[config.mk]
export PLATFORM = sky130hd
export DESIGN_NAME = prog_interrupt_controller
export DESIGN_NICKNAME = d
export VERILOG_FILES = /design/src/rtl/prog_interrupt_controller.sv
export SDC_FILE = /design/constraint.sdc
export NUM_CORES = 1
export LEC_CHECK = 0
export CORE_MARGIN = 2
export CORE_UTILIZATION = 30
export CTS_CLUSTER_DIAMETER = 30
export DETAILED_ROUTE_END_ITERATION = 12
export PLACE_DENSITY = 0.48
export SLEW_MARGIN = 20
export SYNTH_ARGS = -nofsm -noshare
export SYNTH_HDL_FRONTEND = slang
export SYNTH_SLANG_ARGS = --single-unit
[constraint.sdc]
create_clock -name CLK -period 64.4 [get_ports CLK]
set_input_delay 16.1 -clock CLK [delete_from_list [all_inputs] [get_ports CLK]]
set_output_delay 16.1 -clock CLK [all_outputs]
set_load 0.005 [all_outputs]
[src/rtl/prog_interrupt_controller.sv]
`default_nettype none
// ============================================================================
// Module   : prog_interrupt_controller
// Purpose  : Clocked programmable interrupt controller with masking, edge or
//            level triggering, fixed/rotating priority, EOI and auto-EOI.
// Revision : 1.0 - initial release
// ============================================================================
module prog_interrupt_controller #(
  parameter int         NUM_IRQ   = 8,
  parameter int         ID_W      = (NUM_IRQ > 1) ? $clog2(NUM_IRQ) : 1,
  parameter logic [7:0] VBASE_RST = 8'h20
) (
  input  logic               CLK,
  input  logic               RST_N,
  input  logic [NUM_IRQ-1:0] IR,
  input  logic               CS,
  input  logic               WR,
  input  logic               RD,
  input  logic [1:0]         A,
  input  logic [7:0]         DIN,
  output logic [7:0]         DOUT,
  output logic               DOUT_EN,
  output logic               INT,
  input  logic               INTA
);

  localparam logic [2:0] c_CMD_NS_EOI     = 3'b001;
  localparam logic [2:0] c_CMD_TRIG       = 3'b010;
  localparam logic [2:0] c_CMD_SP_EOI     = 3'b011;
  localparam logic [2:0] c_CMD_FIXED      = 3'b100;
  localparam logic [2:0] c_CMD_NS_EOI_ROT = 3'b101;
  localparam logic [2:0] c_CMD_ROTATE     = 3'b110;
  localparam logic [2:0] c_CMD_AEOI       = 3'b111;

  typedef enum logic [1:0] {
    S_IDLE = 2'd0,
    S_ACK1 = 2'd1,
    S_ACK2 = 2'd2
  } state_t;

  state_t             state_q, state_d;
  logic [NUM_IRQ-1:0] irr_q, irr_d, isr_q, isr_d, imr_q, imr_d;
  logic [NUM_IRQ-1:0] ir_q;
  logic [7:0]         vbase_q, vbase_d, dout_q, dout_d;
  logic               level_q, level_d, rot_q, rot_d, aeoi_q, aeoi_d;
  logic [ID_W-1:0]    low_q, low_d, id_q, id_d;
  logic               spur_q, spur_d, int_q, int_d, dout_en_q, dout_en_d;
  logic               inta_low_q, wr_act_q;

  logic               w_inta_edge, w_wr_act, w_wr_stb, w_rd_act;
  int                 w_isr_top, w_isr_rank, w_req_top;
  logic               w_isr_vld, w_req_vld;
  logic [ID_W-1:0]    w_isr_id, w_req_id;
  logic [2:0]         w_id3, w_low3;
  logic [7:0]         w_rd_data;
  logic [NUM_IRQ-1:0] w_ack_set, w_eoi_clr, w_aeoi_clr, w_irr_trig;

  // Rank 0 is the highest priority; rotation places lowest_prio at rank N-1.
  function automatic int prio_rank(input int idx, input logic rot, input int low);
    int r;
    if (!rot) return idx;
    r = idx - low - 1;
    if (r < 0) r = r + NUM_IRQ;
    return r;
  endfunction

  function automatic int best_id(input logic [NUM_IRQ-1:0] v, input logic rot,
                                 input int low, input int limit);
    int best;
    int best_r;
    best   = -1;
    best_r = limit;
    for (int i = 0; i < NUM_IRQ; i++) begin
      if (v[i] && (prio_rank(i, rot, low) < best_r)) begin
        best   = i;
        best_r = prio_rank(i, rot, low);
      end
    end
    return best;
  endfunction

  assign w_inta_edge = ~INTA & ~inta_low_q;
  assign w_wr_act    = ~CS & ~WR;
  assign w_wr_stb    = w_wr_act & ~wr_act_q;
  assign w_rd_act    = ~CS & ~RD;
  assign w_irr_trig  = level_q ? IR : (irr_q | (IR & ~ir_q));

  // A request only wins if it outranks everything currently in service.
  always_comb begin
    w_isr_top  = best_id(isr_q, rot_q, int'(low_q), NUM_IRQ);
    w_isr_vld  = (w_isr_top >= 0);
    w_isr_rank = w_isr_vld ? prio_rank(w_isr_top, rot_q, int'(low_q)) : NUM_IRQ;
    w_req_top  = best_id(irr_q & ~imr_q, rot_q, int'(low_q), w_isr_rank);
    w_req_vld  = (w_req_top >= 0);
    w_isr_id   = ID_W'(w_isr_top);
    w_req_id   = ID_W'(w_req_top);
  end

  always_comb begin
    w_id3                = 3'd0;
    w_id3[ID_W-1:0]      = id_q;
    w_low3               = 3'd0;
    w_low3[ID_W-1:0]     = low_q;
    w_rd_data            = 8'd0;
    case (A)
      2'd0:    w_rd_data[NUM_IRQ-1:0] = irr_q;
      2'd1:    w_rd_data[NUM_IRQ-1:0] = isr_q;
      2'd2:    w_rd_data[NUM_IRQ-1:0] = imr_q;
      default: w_rd_data = {rot_q, aeoi_q, level_q, 2'b00, w_low3};
    endcase
  end

  always_comb begin
    state_d    = state_q;
    imr_d      = imr_q;
    vbase_d    = vbase_q;
    level_d    = level_q;
    rot_d      = rot_q;
    aeoi_d     = aeoi_q;
    low_d      = low_q;
    id_d       = id_q;
    spur_d     = spur_q;
    dout_d     = dout_q;
    dout_en_d  = 1'b0;
    int_d      = 1'b0;
    w_ack_set  = '0;
    w_eoi_clr  = '0;
    w_aeoi_clr = '0;

    if (w_wr_stb) begin
      case (A)
        2'd0: begin
          case (DIN[7:5])
            c_CMD_NS_EOI, c_CMD_NS_EOI_ROT: begin
              if (w_isr_vld) begin
                w_eoi_clr[w_isr_id] = 1'b1;
                if (DIN[7:5] == c_CMD_NS_EOI_ROT) low_d = w_isr_id;
              end
            end
            c_CMD_SP_EOI: begin
              if (int'(DIN[ID_W-1:0]) < NUM_IRQ) w_eoi_clr[DIN[ID_W-1:0]] = 1'b1;
            end
            c_CMD_FIXED:  rot_d   = 1'b0;
            c_CMD_ROTATE: rot_d   = 1'b1;
            c_CMD_TRIG:   level_d = DIN[0];
            c_CMD_AEOI:   aeoi_d  = DIN[0];
            default: ;
          endcase
        end
        2'd1:    imr_d   = DIN[NUM_IRQ-1:0];
        2'd2:    vbase_d = DIN;
        default: ;
      endcase
    end

    // Acknowledge handling comes last so auto-EOI rotation wins a same-cycle tie.
    unique case (state_q)
      S_IDLE: begin
        if (w_inta_edge) begin
          state_d = S_ACK1;
          if (w_req_vld) begin
            id_d                = w_req_id;
            spur_d              = 1'b0;
            w_ack_set[w_req_id] = 1'b1;
          end else begin
            id_d   = ID_W'(NUM_IRQ - 1);
            spur_d = 1'b1;
          end
        end else begin
          int_d = w_req_vld;
          if (w_rd_act) begin
            dout_d    = w_rd_data;
            dout_en_d = 1'b1;
          end
        end
      end
      S_ACK1: begin
        if (w_inta_edge) begin
          state_d   = S_ACK2;
          dout_d    = {vbase_q[7:3], w_id3};
          dout_en_d = 1'b1;
        end
      end
      S_ACK2: begin
        if (INTA) begin
          state_d = S_IDLE;
          if (aeoi_q && !spur_q) begin
            w_aeoi_clr[id_q] = 1'b1;
            if (rot_q) low_d = id_q;
          end
        end else begin
          dout_en_d = 1'b1;
        end
      end
      default: state_d = S_IDLE;
    endcase

    irr_d = w_irr_trig & ~w_ack_set;
    isr_d = (isr_q & ~(w_eoi_clr | w_aeoi_clr)) | w_ack_set;
  end

  always_ff @(posedge CLK) begin
    if (!RST_N) begin
      state_q    <= S_IDLE;
      irr_q      <= '0;
      isr_q      <= '0;
      imr_q      <= '0;
      ir_q       <= '0;
      vbase_q    <= VBASE_RST;
      level_q    <= 1'b0;
      rot_q      <= 1'b0;
      aeoi_q     <= 1'b0;
      low_q      <= ID_W'(NUM_IRQ - 1);
      id_q       <= '0;
      spur_q     <= 1'b0;
      int_q      <= 1'b0;
      dout_q     <= 8'd0;
      dout_en_q  <= 1'b0;
      inta_low_q <= 1'b0;
      wr_act_q   <= 1'b0;
    end else begin
      state_q    <= state_d;
      irr_q      <= irr_d;
      isr_q      <= isr_d;
      imr_q      <= imr_d;
      ir_q       <= IR;
      vbase_q    <= vbase_d;
      level_q    <= level_d;
      rot_q      <= rot_d;
      aeoi_q     <= aeoi_d;
      low_q      <= low_d;
      id_q       <= id_d;
      spur_q     <= spur_d;
      int_q      <= int_d;
      dout_q     <= dout_d;
      dout_en_q  <= dout_en_d;
      inta_low_q <= ~INTA;
      wr_act_q   <= w_wr_act;
    end
  end

  assign DOUT    = dout_q;
  assign DOUT_EN = dout_en_q;
  assign INT     = int_q;

endmodule
`default_nettype wire

==> metrics.yaml <==
layout:
  drive_gt1_frac: 0.0597
  final.fill_count: 4739
  area_delta_synth_final_pct: 11.3
  final_nets: 2192
  stdcell_count: 2452
yosys:
  yosysSeqAreaShare: 0.0907
  yosys_register_bits: 61
  ys_top_cells_by_area: "ha_1, dfxtp_1, a21oi_1, nand2_1, nor2_1"
  yosysWarnings: 0
  yosys.area.top_type: "ha_1"
  synthFlopType: "dfxtp_1"
  synth_edf_count: 0
  synth_top_area_frac: 0.289
  syn-cell-area_um2: 13500
  synth.avg_cell_area_um2: 7.48
  synthArstFlopShare: 0
  synth.distinct_cells: 94
  syn-instance-count: 1798
die:
  die_y_um: 216
  coreArea_um2: 44200
  ios: 34
  start_util: 0.304
  rows: 77
  die_w_um: 216
  die_area_um2: 46600
critical_path:
  crit_arrival_ns: 42.46
  ff2ff_path_depth: 193
  cp_common_cell: "a21oi_1"
  startpoint_type: "register"
  worst-path-buf-inv: 14
  cp_top_family: "compound AO/OA/AOI/OAI gates"
  path_class: "reg2reg"
  slowest_delay_ns: 0.81
  rr_startpoint: "low_q[2]$_SDFF_PN1_"
  reg2reg_slack_ns: 22.17
  endpoint_kind: "register"
  critPathMaxFanout: 36
  worstPathRequired_ns: 64.63
  r2r-end: "irr_q[4]$_SDFF_PN0_"
  critPathSlowestCell: "nor2_2"
routing:
  dr.pass1.iters: 5
  vias: 13200
  viasPerCell: 5.38
  ant_nets: 0
  post_drt_wl_per_cell_um: 18.0
  drcViolationCount: 0
  drt_wl_total_mm: 44.2
  first_iter_violations: 771
cts:
  cts_buffer_depth: 2
  cts.clk_slew.worst_paths_ns: 0.05
  cts_tree: "built"
  cts_resized: 0
  cts_buffers: 9
  cts_hold_buffers: 0
  cts-root-buf: "clkbuf_16"
  cts.sinks: 61
  insertion_delay_ns: 0.33
  ctsHtreeMaxLevel: 3
  post-cts-setup-buffers: 0
sta:
  slew_violations: 0
  fmax_mhz: 23.7
  skew_ns: 0.00490
  fin_tns_setup_ns: 0
  hold_viol: 0
  worst_slew_pin_slew_ns: 1.02
  rsz0062_at_grt: "false"
  layout_min_cycle_time_ns: 42.23
  setup_viol: 0
  slew_headroom: 0.316
  period_share: 0.656
  worst_slack_ns: 22.17
place:
  dp_hpwl_mm: 36.6
  io_buffers: 33
  dp.cells: 2436
  pre_cts_ws_ns: 21.55
  place.gp.congestion: 0.924
run:
  drv_cap: 0
grt:
  use_met1: 0.251
  grt_max_degree: 37
  antenna_found_initial: 1
  overflow: 0
  grt_pass1_wl_mm: 70.7
  grt-busiest-layer: "met2"
  use_met3: 0.0123
  grt_util_all_layers: 0.187
  grt_pass1_vias: 12900
  use_met2: 0.320
hold_path:
  min_from: "imr_q[1]$_SDFFE_PN0P_"
  hold_path_depth: 2
  hold_class: "reg2reg"
  holdPathEnd: "imr_q[1]$_SDFFE_PN0P_"
power_and_ir_drop:
  power_leakage_nw: 6.71
  p_per_area_nw_per_um2: 48.4
  worst_ir_drop_vdd_uv: 28.4
  power.total_uw: 724
status:
  status: "complete, no violations"
where the power goes:
group	internal, mW	total [mW]	switching [mW]
clock	0.0317	0.0486	0.0170
sequential	0.0428	0.0507	0.00790
combinational	0.237	0.625	0.388
layer usage:
layer / share of wire / vias to the layer above
li1: - / 6711
met1: 0.47 / 6164
met2: 0.47 / 262
met3: 0.032 / 63
met4: 0.030 / 0
met5: 0 / -
cell usage in the layout, fill, tap and decap left out, drive strengths merged, types with 9 or more instances in the layout:
cell / count
o21a: 11
or3: 13
and2: 19
a211o: 9
nand3: 53
a31oi: 31
nor3: 30
ha: 311
a21o: 60
a211oi: 12
mux2i: 42
o211ai: 17
clkdlybuf4s50: 33
a21boi: 11
nor2b: 56
o21ai: 85
nand2: 138
buf: 21
inv: 115
nor2: 127
nand4: 53
dfxtp: 61
xnor2: 10
a21oi: 224
conb: 64
mux2: 35
clkbuf: 11
nand2b: 76
kinds of logic (layout without fill, tap and decap cells):
family                     after synthesis  after routing  synth area share
and+or+nand+nor                        604            604             0.229
buffers and inverters                  191            189            0.0551
xor gates and xnor gates                12             12           0.00781
other                                    1             65          0.000279
adders and majority gates              313            313             0.292
DFF                                     61             61            0.0907
muxes                                   83             83            0.0711
AOI/OAI and AO/OA                      533            533             0.254
worst max-delay path by stage:
stage / from / endpoint / slack [ns] / cells after the start
after global routing: low_q[2]$_SDFF_PN1_ / irr_q[4]$_SDFF_PN0_ / 18.15 / 195
after floorplan: low_q[0]$_SDFF_PN1_ / isr_q[2]$_SDFF_PN0_ / 28.57 / 208
final: low_q[2]$_SDFF_PN1_ / irr_q[4]$_SDFF_PN0_ / 22.17 / 193
after CTS: low_q[2]$_SDFF_PN1_ / irr_q[4]$_SDFF_PN0_ / 21.35 / 186
after global placement: low_q[2]$_SDFF_PN1_ / isr_q[0]$_SDFF_PN0_ / 22.71 / 186
after detailed placement: low_q[2]$_SDFF_PN1_ / irr_q[4]$_SDFF_PN0_ / 21.55 / 186
sequential cells by signal, indices dropped and copies added (netlist names):
signal      flops
DOUT            8
aeoi_q          1
level_q         1
inta_low_q      1
isr_q           8
rot_q           1
INT             1
low_q           3
vbase_q         5
wr_act_q        1
DOUT_EN         1
id_q            3
state_q         2
imr_q           8
irr_q           8
spur_q          1
ir_q            8
final cells by class:
class / instances / area (um^2) / area share
sequential: 61 / 1220 / 0.0815
multi-input combinational: 1609 / 11800 / 0.786
clock inverter: 4 / 47.5 / 0.00317
antenna: 1 / 2.50 / 0.000167
clock buffer: 11 / 253 / 0.0169
tap: 592 / 741 / 0.0495
timing repair buffer: 54 / 488 / 0.0326
inverter: 120 / 450 / 0.0301
cells in the mapped netlist (all sizes together) (4+ instances only):
| cell type | instances |
|---|---|
| a311oi | 6 |
| nand4 | 53 |
| o311ai | 4 |
| a2111oi | 8 |
| a21boi | 11 |
| and3 | 7 |
| and2 | 19 |
| o211ai | 17 |
| or3 | 13 |
| ha | 311 |
| xnor2 | 10 |
| clkbuf | 59 |
| nand3 | 53 |
| a21o | 60 |
| and4 | 5 |
| a31o | 5 |
| o221ai | 4 |
| inv | 115 |
| a211o | 9 |
| o21a | 11 |
| nor4 | 8 |
| nor2 | 127 |
| mux2i | 42 |
| a211oi | 12 |
| or2 | 7 |
| nand2 | 138 |
| mux4 | 6 |
| nand2b | 76 |
| nor3 | 30 |
| a41o | 4 |
| nor2b | 56 |
| a21oi | 224 |
| dfxtp | 61 |
| mux2 | 35 |
| clkinv | 5 |
| buf | 12 |
| o21ai | 85 |
| a31oi | 31 |
| o32ai | 4 |
worst register-to-register path: cells and delay by family (launching register included):
kind / cells / cell delay [ns]
compound gates: 86 / 17.55
simple gates: 66 / 12.79
fa+ha+maj: 21 / 6.31
buf+inv: 14 / 2.92
mux: 4 / 1.55
flops: 1 / 0.61
xor+xnor: 2 / 0.33
through the flow:
step / hold slack, ns / instance area (um^2) / utilization
floorplan: 0.444 / 13700 / -
global placement: 0.459 / 14700 / 0.331
detailed placement: 0.461 / 14700 / 0.331
CTS: 0.469 / 15000 / 0.338
global route: 0.500 / 15000 / 0.339
finish: 0.469 / 15000 / 0.339
Note: power is estimated with default switching activity, not from simulation.
==> variant, RTL diff (config.mk and constraints unchanged) <==
Put one more register stage on the output `INT`, with the module's reset. The value now appears one clock later. The other outputs are not delayed to match.
--- a/src/rtl/prog_interrupt_controller.sv
+++ b/src/rtl/prog_interrupt_controller.sv
@@ -242,5 +242,11 @@
   assign DOUT    = dout_q;
   assign DOUT_EN = dout_en_q;
-  assign INT     = int_q;
+  always_ff @(posedge CLK) begin
+    if (!RST_N) begin
+      INT <= '0;
+    end else begin
+      INT <= int_q;
+    end
+  end
 
 endmodule
Check against the original RTL: not settled (the Yosys comparison gave no result); the edit may change what the design does.
==> variant against the original RTL <==
Sequential cell count up 1. Worst setup slack lost 2000 ps. Sequential share of layout area is 0.13 points higher. Clock skew up 1.7 ps. Synthesized area rose by 0.29%. First-iteration DRC count is 8.9% higher. Global-route usage fell by 0.38 points. Final cell count fell by 0.86%. Design area barely moved. Routed wire length decreased by 1.3%. Via count grew 0.14%. Critical path type unchanged.
Power is not compared: it rests on default switching activity, and its combinational part moved more than twofold at a synthesized area within 25%.
==> variant: results (changes against the original RTL) <==
* Status: complete, no violations
* Post-DP HPWL at 35790 um (-2.1%)
* Compound-Gate Fraction of Synth Area at 28.06% (+2.7 points)
* First-pass GRT wire length at 69230 um (-2.1%)
* CP max FO at 40 (+11%)
* Number of global-route vias before repair at 12740 (-1.1%)
* R2R Path Start: low_q[0]$_SDFF_PN1_
* Tot Pwr at 0.2713 mW
* Worst slack, placed at 20250 ps (-1301 ps)
* GRT Overall Usage at 18.36% (-0.38 points)
* Final period utilization at 68.65% (+3.1 points)
* Layout Nets at 2170 (-1.0%)
* WHS Path Cells at 1 (-1)
* RR Endpoint: isr_q[4]$_SDFF_PN0_
* Synth top area cells: ha_1 29%, dfxtp_1 9.2%, a21oi_1 7.8%
* Worst slew pin tran at 988.1 ps (-36.20 ps)
* Post-synthesis adder-cell area fraction at 29.13% (-0.084 points)
* Hold Path End: INT$_SDFF_PN0_
* Crit-path max cell delay at 750 ps (-60 ps)
* Post-Layout Cell Count at 2431 (-0.86%)
* Layout cells sized above 1 at 6.638% (+0.67 points)
* Post-synthesis sequential area ratio at 9.196% (+0.12 points)
* Synthesized instance count at 1782 (-0.89%)
* Placed cell areas at 14650 um^2 (about the same)
* Final Skew at 6.571 ps (+1.672 ps)
* Largest net degree at the start of global routing at 71 (+92%)
* Vias per cell at 5.438 (+1.0%)
* WL/cell at 17.92 um (-0.49%)
* XOR/XNOR share of the synthesized area at 0.6489% (-0.13 points)
variant: critical path, delay by kind of cell (launching register included):
family / cells / cell delay, ps
AND/OR/NAND/NOR: 60 / 10690
adder cells (fa/ha/maj): 21 / 6480
buffers and inverters: 11 / 2340
XOR/XNOR: 1 / 80
multiplexers: 1 / 100
AO/OA/AOI/OAI: 102 / 23670
flip-flops: 1 / 700
variant: layout make-up:
type / count / area (um^2)
Clock inverter: 7 / 73.82
Antenna cell: 1 / 2.502
Fill cell: 4809 / 29330
Sequential cell: 62 / 1241
Multi-Input combinational cell: 1598 / 11790
Inverter: 108 / 405.4
Tap cell: 592 / 740.7
Clock buffer: 9 / 225.2
Timing Repair Buffer: 54 / 503.0
variant: routing by layer:
layer / part of all wire, % / vias up / global-route usage (%)
li1: - / 6686 / -
met3: 3.7 / 50 / 1.853
met1: 49 / 6241 / 25.72
met2: 45 / 242 / 30.40
met4: 1.9 / 0 / 3.858
met5: 0 / - / 0
